File: config.mk
export PLATFORM = sky130hd
export DESIGN_NAME = mem_access_stage
export DESIGN_NICKNAME = d
export VERILOG_FILES = /design/src/rtl/iitb_pkg.sv /design/src/rtl/mem_req_timer.sv /design/src/rtl/mem_access_stage.sv
export SDC_FILE = /design/constraint.sdc
export NUM_CORES = 1
export LEC_CHECK = 0
export CELL_PAD_IN_SITES_DETAIL_PLACEMENT = 0
export CELL_PAD_IN_SITES_GLOBAL_PLACEMENT = 2
export CORE_UTILIZATION = 29
export DETAILED_ROUTE_END_ITERATION = 12
export PLACE_DENSITY = 0.81
export SLEW_MARGIN = 10
export SYNTH_ARGS = -nofsm -noshare
export SYNTH_HDL_FRONTEND = slang
export SYNTH_HIERARCHICAL = 1
export SYNTH_SLANG_ARGS = --single-unit
File: constraint.sdc
create_clock -name clk -period 2.15 [get_ports clk]
set_input_delay 0.3225 -clock clk [delete_from_list [all_inputs] [get_ports clk]]
set_output_delay 0.3225 -clock clk [all_outputs]
set_load 0.01 [all_outputs]
File: src/rtl/iitb_pkg.sv
// Shared IITB-RISC definitions: op encodings, write-back bundle layout and MEM-stage states.
package iitb_pkg;

  localparam logic [1:0] OP_ALU   = 2'b00;
  localparam logic [1:0] OP_LOAD  = 2'b01;
  localparam logic [1:0] OP_STORE = 2'b10;

  localparam int WB_W        = 38;
  localparam int WB_EN       = 0;
  localparam int WB_LD       = 1;
  localparam int WB_RD_LSB   = 2;
  localparam int WB_RD_MSB   = 4;
  localparam int WB_DATA_LSB = 5;
  localparam int WB_DATA_MSB = 20;
  localparam int WB_PC_LSB   = 21;
  localparam int WB_PC_MSB   = 36;
  localparam int WB_V        = 37;

  typedef enum logic {
    IDLE,
    MEM_WAIT
  } state_e;

  function automatic logic [WB_W-1:0] pack_wb(input logic wb_en, input logic is_load,
                                               input logic [2:0] rd, input logic [15:0] data,
                                               input logic [15:0] pc);
    logic [WB_W-1:0] w;
    w = '0;
    w[WB_EN] = wb_en;
    w[WB_LD] = is_load;
    w[WB_RD_MSB:WB_RD_LSB] = rd;
    w[WB_DATA_MSB:WB_DATA_LSB] = data;
    w[WB_PC_MSB:WB_PC_LSB] = pc;
    w[WB_V] = 1'b1;
    return w;
  endfunction

endpackage

File: src/rtl/mem_req_timer.sv
// Counts cycles spent waiting on the data-memory ack and flags expiry on the TIMEOUT-th wait cycle.
module mem_req_timer #(
  parameter int TIMEOUT = 15
) (
  input  logic clk,
  input  logic resetn,
  input  logic run_i,
  output logic expire_o
);

  localparam int CW = $clog2(TIMEOUT + 1);

  logic [CW-1:0] cnt_q;
  logic [CW-1:0] cnt_d;

  // Saturates at TIMEOUT so it can never wrap back into range.
  always_comb begin
    cnt_d = cnt_q;
    if (!run_i) begin
      cnt_d = '0;
    end else if (cnt_q != CW'(TIMEOUT)) begin
      cnt_d = cnt_q + CW'(1);
    end
  end

  always_ff @(posedge clk or negedge resetn) begin
    if (!resetn) begin
      cnt_q <= '0;
    end else begin
      cnt_q <= cnt_d;
    end
  end

  assign expire_o = run_i && (cnt_q == CW'(TIMEOUT - 1));

endmodule

File: src/rtl/mem_access_stage.sv
// IITB-RISC MEM stage: ALU pass-through, loads and stores over a req/ack port,
// producing the registered write-back bundle.
module mem_access_stage
  import iitb_pkg::*;
#(
  parameter int DW      = 16,
  parameter int TIMEOUT = 15
) (
  input  logic            clk,
  input  logic            resetn,
  input  logic            in_valid,
  output logic            in_ready,
  input  logic [1:0]      in_op,
  input  logic            in_wb_en,
  input  logic [2:0]      in_rd,
  input  logic [DW-1:0]   in_result,
  input  logic [DW-1:0]   in_sdata,
  input  logic [DW-1:0]   in_pc,
  input  logic            flush,
  output logic            mem_req,
  output logic            mem_we,
  output logic [DW-1:0]   mem_addr,
  output logic [DW-1:0]   mem_wdata,
  input  logic [DW-1:0]   mem_rdata,
  input  logic            mem_ack,
  output logic            wb_valid,
  output logic [WB_W-1:0] wb_data,
  output logic            mem_err
);

  state_e          state_q;
  logic            mem_req_q;
  logic            mem_we_q;
  logic [DW-1:0]   mem_addr_q;
  logic [DW-1:0]   mem_wdata_q;
  logic [2:0]      rd_q;
  logic [DW-1:0]   pc_q;
  logic            wb_en_q;
  logic            is_load_q;
  logic            kill_q;
  logic            err_q;
  logic            wb_valid_q;
  logic [WB_W-1:0] wb_data_q;

  logic timer_run;
  logic timer_expire;
  logic is_mem_op;

  assign is_mem_op = (in_op == OP_LOAD) || (in_op == OP_STORE);
  assign timer_run = (state_q == MEM_WAIT) && !mem_ack;

  mem_req_timer #(
    .TIMEOUT(TIMEOUT)
  ) u_timer (
    .clk      (clk),
    .resetn   (resetn),
    .run_i    (timer_run),
    .expire_o (timer_expire)
  );

  // A flushed access still runs to ack/timeout on the bus; kill_q only hides its write-back.
  always_ff @(posedge clk or negedge resetn) begin
    if (!resetn) begin
      state_q     <= IDLE;
      mem_req_q   <= 1'b0;
      mem_we_q    <= 1'b0;
      mem_addr_q  <= '0;
      mem_wdata_q <= '0;
      rd_q        <= '0;
      pc_q        <= '0;
      wb_en_q     <= 1'b0;
      is_load_q   <= 1'b0;
      kill_q      <= 1'b0;
      err_q       <= 1'b0;
      wb_valid_q  <= 1'b0;
      wb_data_q   <= '0;
    end else begin
      wb_valid_q <= 1'b0;
      wb_data_q  <= '0;
      case (state_q)
        IDLE: begin
          if (in_valid && !flush) begin
            if (is_mem_op) begin
              state_q     <= MEM_WAIT;
              mem_req_q   <= 1'b1;
              mem_we_q    <= (in_op == OP_STORE);
              mem_addr_q  <= in_result;
              mem_wdata_q <= in_sdata;
              rd_q        <= in_rd;
              pc_q        <= in_pc;
              wb_en_q     <= in_wb_en;
              is_load_q   <= (in_op == OP_LOAD);
              kill_q      <= 1'b0;
            end else begin
              wb_valid_q <= 1'b1;
              wb_data_q  <= pack_wb(in_wb_en, 1'b0, in_rd, in_result, in_pc);
            end
          end
        end
        MEM_WAIT: begin
          if (flush) begin
            kill_q <= 1'b1;
          end
          if (mem_ack || timer_expire) begin
            state_q     <= IDLE;
            mem_req_q   <= 1'b0;
            mem_we_q    <= 1'b0;
            mem_addr_q  <= '0;
            mem_wdata_q <= '0;
            kill_q      <= 1'b0;
          end
          // Ack takes priority over a coincident expiry.
          if (mem_ack) begin
            if (!kill_q && !flush) begin
              wb_valid_q <= 1'b1;
              wb_data_q  <= is_load_q ? pack_wb(wb_en_q, 1'b1, rd_q, mem_rdata, pc_q)
                                      : pack_wb(1'b0, 1'b0, rd_q, mem_wdata_q, pc_q);
            end
          end else if (timer_expire) begin
            err_q <= 1'b1;
          end
        end
        default: state_q <= IDLE;
      endcase
    end
  end

  assign in_ready  = (state_q == IDLE);
  assign mem_req   = mem_req_q;
  assign mem_we    = mem_we_q;
  assign mem_addr  = mem_addr_q;
  assign mem_wdata = mem_wdata_q;
  assign wb_valid  = wb_valid_q;
  assign wb_data   = wb_data_q;
  assign mem_err   = err_q;

endmodule

# Yosys cells after proc, flatten, opt, wreduce, memory -nomap -nowiden
# Cells that the tools add are included.
[classes] add_sub_neg=1 n_bitwise=2 n_reduce_logical=13 n_eq_ne=9 muxes=36
[op_table] op="2-to-1 mux 38 bit" count=4
[op_table] op="2-to-1 mux 16 bit" count=5
[op_table] op="one-hot mux 38 bit (2 select lines)" count=1
[op_table] op="one-hot mux 16 bit (2 select lines)" count=2
[op_table] op="2-to-1 mux 21 bit" count=1
[op_table] op="2-to-1 mux 1 bit" count=16
[op_table] op="AND reduction 3 bit" count=4
[op_table] op="one-hot mux 1 bit (2 select lines)" count=5
[op_table] op="2-to-1 mux 4 bit" count=2
[op_table] op="inequality test 2 x 1 -> 1 bit (second input constant)" count=3
[op_table] op="adder 4 x 1 -> 4 bit (second input constant)" count=1
[op_table] op="== test 4 bit (second input constant)" count=1
[op_table] op="logical AND 1 bit" count=4
[op_table] op="inequality test 4 bit (second input constant)" count=1
[op_table] op="zero test 1 bit" count=3
[op_table] op="inequality test 3 x 2 -> 1 bit (second input constant)" count=1
[op_table] op="== test 2 x 1 -> 1 bit (second input constant)" count=1
[op_table] op="== test 2 bit (second input constant)" count=1
[op_table] op="logical OR 1 bit" count=2
[op_table] op="inequality test 2 bit (second input constant)" count=1
[op_table] op="NOT 1 bit" count=2
[word_totals] output_inout_bits=75 regBits=101 elab_cells=75

# Depth between registers and ports, before layout
[depth] word_depth=6 depth_mapped=8 mapped_depth_nobuf=6

# Hierarchy
# The synthesis kept the hierarchy.
[modules_own_cells] mod="mem_access_stage" cells_per_inst=297 seq_area_each_um2=2402.3 instances=1 area_each_um2=4051.4
[modules_own_cells] mod="mem_req_timer" cells_per_inst=22 seq_area_each_um2=100.1 instances=1 area_each_um2=227.7

# Worst setup path after synthesis
# OpenSTA, ideal clock, no wires.
[synth_path] path_kind="input -> register" from="input port in_op[0]" to="register mem_addr_q[0], in the netlist mem_addr[0]" t_required_ps=2032 arrival_ps=1805 setup_ps=118 slack_ps=227 stages=8 n_path_buf=3 cell_sequence="inv_1 -> ha_1 -> or4b_1 -> clkbuf_1 -> and2_1 -> buf_6 -> buf_6 -> a21o_1"
[synth_via] elab_chain_len=4 word_cells_on_any_way=5 cone_classes="eq/ne: 3; reduce/logical: 2"
[synth_rtl] item="from (decl)" line="mem_access_stage.sv:13" source="input logic [1:0] in_op,"
[synth_rtl] item="== test 2 x 1 -> 1 bit or == test 2 bit (tied branches)" line="mem_access_stage.sv:49" source="assign is_mem_op = (in_op == OP_LOAD) || (in_op == OP_STORE);"
[synth_rtl] item="logical OR 1 bit *" line="mem_access_stage.sv:49"
[synth_rtl] item="inequality test 2 x 1 -> 1 bit (no line) *"
[synth_rtl] item="AND reduction 3 bit (no line) *"
[synth_rtl] item="to (signal assigned)" line="mem_access_stage.sv:87" source="mem_addr_q <= in_result;"
[synth_rtl] item="to (decl)" line="mem_access_stage.sv:34" source="logic [DW-1:0] mem_addr_q;"
# Every way passes the cells marked *; elsewhere a longest branch is shown, timed or not.
# A chain may end at the register's enable or synchronous reset.

# Worst setup path in the final report
[layout_path] from="input port in_op[0]" to="register wb_en_q"
[layout_via] elab_chain_len=3 word_cells_on_any_way=4 cone_classes="eq/ne: 2; reduce/logical: 2"
[layout_rtl] item="== test 2 x 1 -> 1 bit or == test 2 bit (tied branches)" line="mem_access_stage.sv:49"
[layout_rtl] item="logical OR 1 bit *" line="mem_access_stage.sv:49"
[layout_rtl] item="AND reduction 3 bit (no line) *"
[layout_rtl] item="to (signal assigned)" line="mem_access_stage.sv:91" source="wb_en_q <= in_wb_en;"
[layout_rtl] item="to (decl)" line="mem_access_stage.sv:38" source="logic wb_en_q;"
# Marked as above.

==> results by group <==
Status
  – Outcome: completed

Worst setup path
  – Crit path from: in_op[0]
  – Crit-path cells: clkdlybuf4s50_1 -> inv_1 -> ha_4 -> or4b_4 -> buf_4 -> buf_12 -> mux2_2
  – Max stage delay on crit path: 0.60 ns
  – Crit path launch type: primary input
  – Worst Path Buf+Inv: 4
  – Reg2reg start: state_q$_DFF_PN0_
  – Critical path's slowest cell: or4b_4
  – Reg2reg end: kill_q$_DFFE_PN0P_
  – Crit path max-delay family: buffers and inverters
  – Reg2reg setup slack: 0.27 ns
  – Worst reg-to-reg path cell count: 7
  – CP endpoint kind: flip-flop
  – Peak fanout along the critical path: 9
  – Crit path required time: 2.37 ns
  – Arrival time worst endpoint: 2.30 ns
  – Crit Path Class: primary input to flip-flop

STA
  – Clock skew: 0.006955 ns
  – Final Max Tran Viols: 0
  – Finish-stage setup viols: 0
  – Setup slack after layout: 0.07283 ns
  – Period utilization: 96.61%
  – Hold Fails Final Rpt: 0
  – Max-Slew Margin vs Limit: 66.27%
  – Tmin final: 2.077 ns
  – Worst-margin pin slew: 0.5059 ns
  – RSZ-0062 raised after global routing: no
  – Fmax achieved: 0.4814 GHz

Final layout
  – # diodes: 0
  – Ratio of cells with drive above 1 in the final layout: 19.62%
  – Final Non-Filler Cells: 663
  – Cell area after layout: 0.006404 mm²
  – Area Overhead vs Synth: 49.65%
  – NumNets Final: 553

Clocking
  – TritonCTS Sinks: 100
  – TritonCTS clock tree: yes
  – Clock transition at the registers of the reported paths: 0.07 ns
  – H-tree level count: 3
  – CTS buffer count: 9
  – Worst-Skew Late Latency: 0.34 ns
  – Longest Clk Path Bufs: 2
  – CTS root buf: clkbuf_16

Synth
  – Netlist cell types: 30
  – Mapped Avg Cell Area: 13.41 µm²
  – Seq cells post-synth: 100
  – Cell count after synthesis: 319
  – Largest area contributor in the netlist: dfrtp_1
  – Post-synth net total: 398
  – Synth area leaders: dfrtp_1 58%, nor3b_2 7.9%, a21o_1 6.0%, mux2_2 5.5%, mux2i_1 4.2%
  – Most frequent cells after synthesis: 100 x dfrtp_1, 34 x a21o_1, 27 x nor3b_2
  – Mapped cell area: 0.004279 mm²
  – Sequential element share of the synthesized area: 58.48%
  – Ys async rst share: 100.0%
  – Yosys Warn Count: 6
  – Most numerous cell in the Yosys netlist: dfrtp_1
  – Post-synth EDFFs: 0
  – Yosys top cell area share: 58.48%
  – Top FF cell, synth: dfrtp_1

Power and ir drop
  – Psw: 1.369 mW
  – Leak pwr: 2.934 nW
  – Clock power share: 30.8%
  – Internal power: 3.728 mW
  – Sequential power share: 45.8%
  – Power density over the cells: 796.1 mW/mm²
  – Switch share: 26.86%
  – Maximum vdd drop: 0.0003844 V
  – Combinational share of power: 23.4%

Floorplanning
  – Die Span Y: 123.5 µm
  – Rows: 44
  – Core footprint: 0.01448 mm²
  – Io pins: 150
  – Die W: 123.5 µm
  – DIE AREA: 0.01524 mm²
  – Initial core utilization: 29.55%

Placed design
  – Placed Area: 0.006083 mm²
  – Gpl congestion: 0.7176
  – Pre-CTS setup slack: -0.3726 ns
  – Port Buffers: 149
  – Final HPWL DP: 8077 µm
  – # placed instances: 645

Detailed routing
  – Final wirelength: 11300 µm
  – DRC viols: 0
  – Initial DRT Pass Iterations: 4
  – Drt wl/cell: 17.05 µm
  – Final ANT Viol Nets: 0
  – 1st-iter DRT viols: 144
  – Vias: 3061
  – Via density per instance: 4.617

Global route
  – Number of global-route vias before repair: 3144
  – Total Routing Usage GR: 15.05%
  – Global-route wire length before repair: 17170 µm
  – Initial antenna violation count: 0
  – Largest net degree at the start of global routing: 49
  – Total gr overflow: 0

Flow run
  – Max-cap violations: 0

Worst hold path
  – HP Class: primary input to async pin
-- power groups by stage --
stage,clock network [mW],registers [mW],logic [mW]
global route,1.70,2.37,1.28
floorplan,0,2.40,0.474
detailed placement,0,2.37,1.20
finish,1.57,2.33,1.19
CTS,1.62,2.34,1.21
global placement,0,2.36,1.18
-- area by class of cell --
cell class                 count  area, µm²
fill                        1340       8075
sequential                   100       2504
timing repair buffer         170       1724
multi-input combinational    188       1639
clock buffer                  11      252.7
tap                          184      230.2
clock inverter                 5      35.03
inverter                       5      18.77
-- kinds of logic (layout without fill, tap and decap cells) --
kind of cell	Yosys count	after routing	share of synthesized area, %
and+or+nand+nor	68	68	13.22
buffers and inverters	31	191	4.357
DFF	100	100	58.48
adders and majority gates	4	4	1.170
muxes	39	39	9.737
AOI/OAI and AO/OA	77	77	13.04
-- layout by cell type, fill, tap and decap left out, types with 2 or more instances in the layout --
cell type / n
o21ai_0: 18
clkbuf_16: 9
buf_4: 15
mux2_2: 21
inv_1: 5
nor3b_2: 27
nor3b_1: 6
a21o_1: 34
nand2b_1: 3
a22o_1: 20
nand3_1: 2
nor4bb_4: 2
clkinv_2: 2
clkdlybuf4s50_1: 148
ha_1: 3
nand2_1: 20
clkbuf_8: 2
mux2i_1: 18
dfrtp_1: 99
buf_12: 6
-- flip-flops by register name, indices dropped and copies added (netlist names), 3 cells and up --
| signal | flops |
|---|---|
| mem_addr | 16 |
| mem_wdata | 16 |
| pc_q | 16 |
| rd_q | 3 |
| u_timer/cnt_q | 4 |
| wb_data | 38 |
-- worst max-delay path by stage --
stage	end	slack, ns	cells after the start
final	wb_en_q$_DFFE_PN0P_	0.07	7
after global routing	wb_en_q$_DFFE_PN0P_	0.04	7
after CTS	mem_addr[10]$_DFFE_PN0P_	0.04	7
after detailed placement	mem_addr[10]$_DFFE_PN0P_	-0.37	7
after global placement	mem_addr[1]$_DFFE_PN0P_	-0.33	7
after floorplan	mem_addr[0]$_DFFE_PN0P_	0.23	8
-- through the flow --
step           total power [mW]  TNS [ns]  utilization, %  hold WS, ns
6_report                  5.098         0           44.23       0.4500
5_1_grt                   5.347         0           44.23       0.4956
4_1_cts                   5.161         0           44.07       0.4746
3_5_place_dp              3.573    -18.02           42.02       0.2676
3_3_place_gp              3.543    -16.46           42.02       0.2682
2_1_floorplan             2.876         0               -      0.02691
-- worst register-to-register path: stages, from the launching register on --
cell and delay, ns:
dfrtp_2 0.43, inv_1 0.16, nor2_1 0.08, and4_2 0.23, o21ai_0 0.34, and2_4 0.23, buf_12 0.18, nor2b_1 0.16
-- layer usage --
layer	vias to the layer above	GRT usage (%)	wire length, µm
met5	-	0	0
met4	0	4.292	110
met3	8	2.721	406
met2	63	24.34	5670
met1	1553	20.56	5114
li1	1437	-	-
-- repair_timing --
action                                 in CTS  in global routing
resized for setup                           0                  2
hold buffers                                1                  0
setup buffers                               0                  1
setup endpoints to repair                  33                 32
pin swaps                                   1                  1
endpoints found under the hold margin      23                  0
Power figures use the tool's default switching activity.
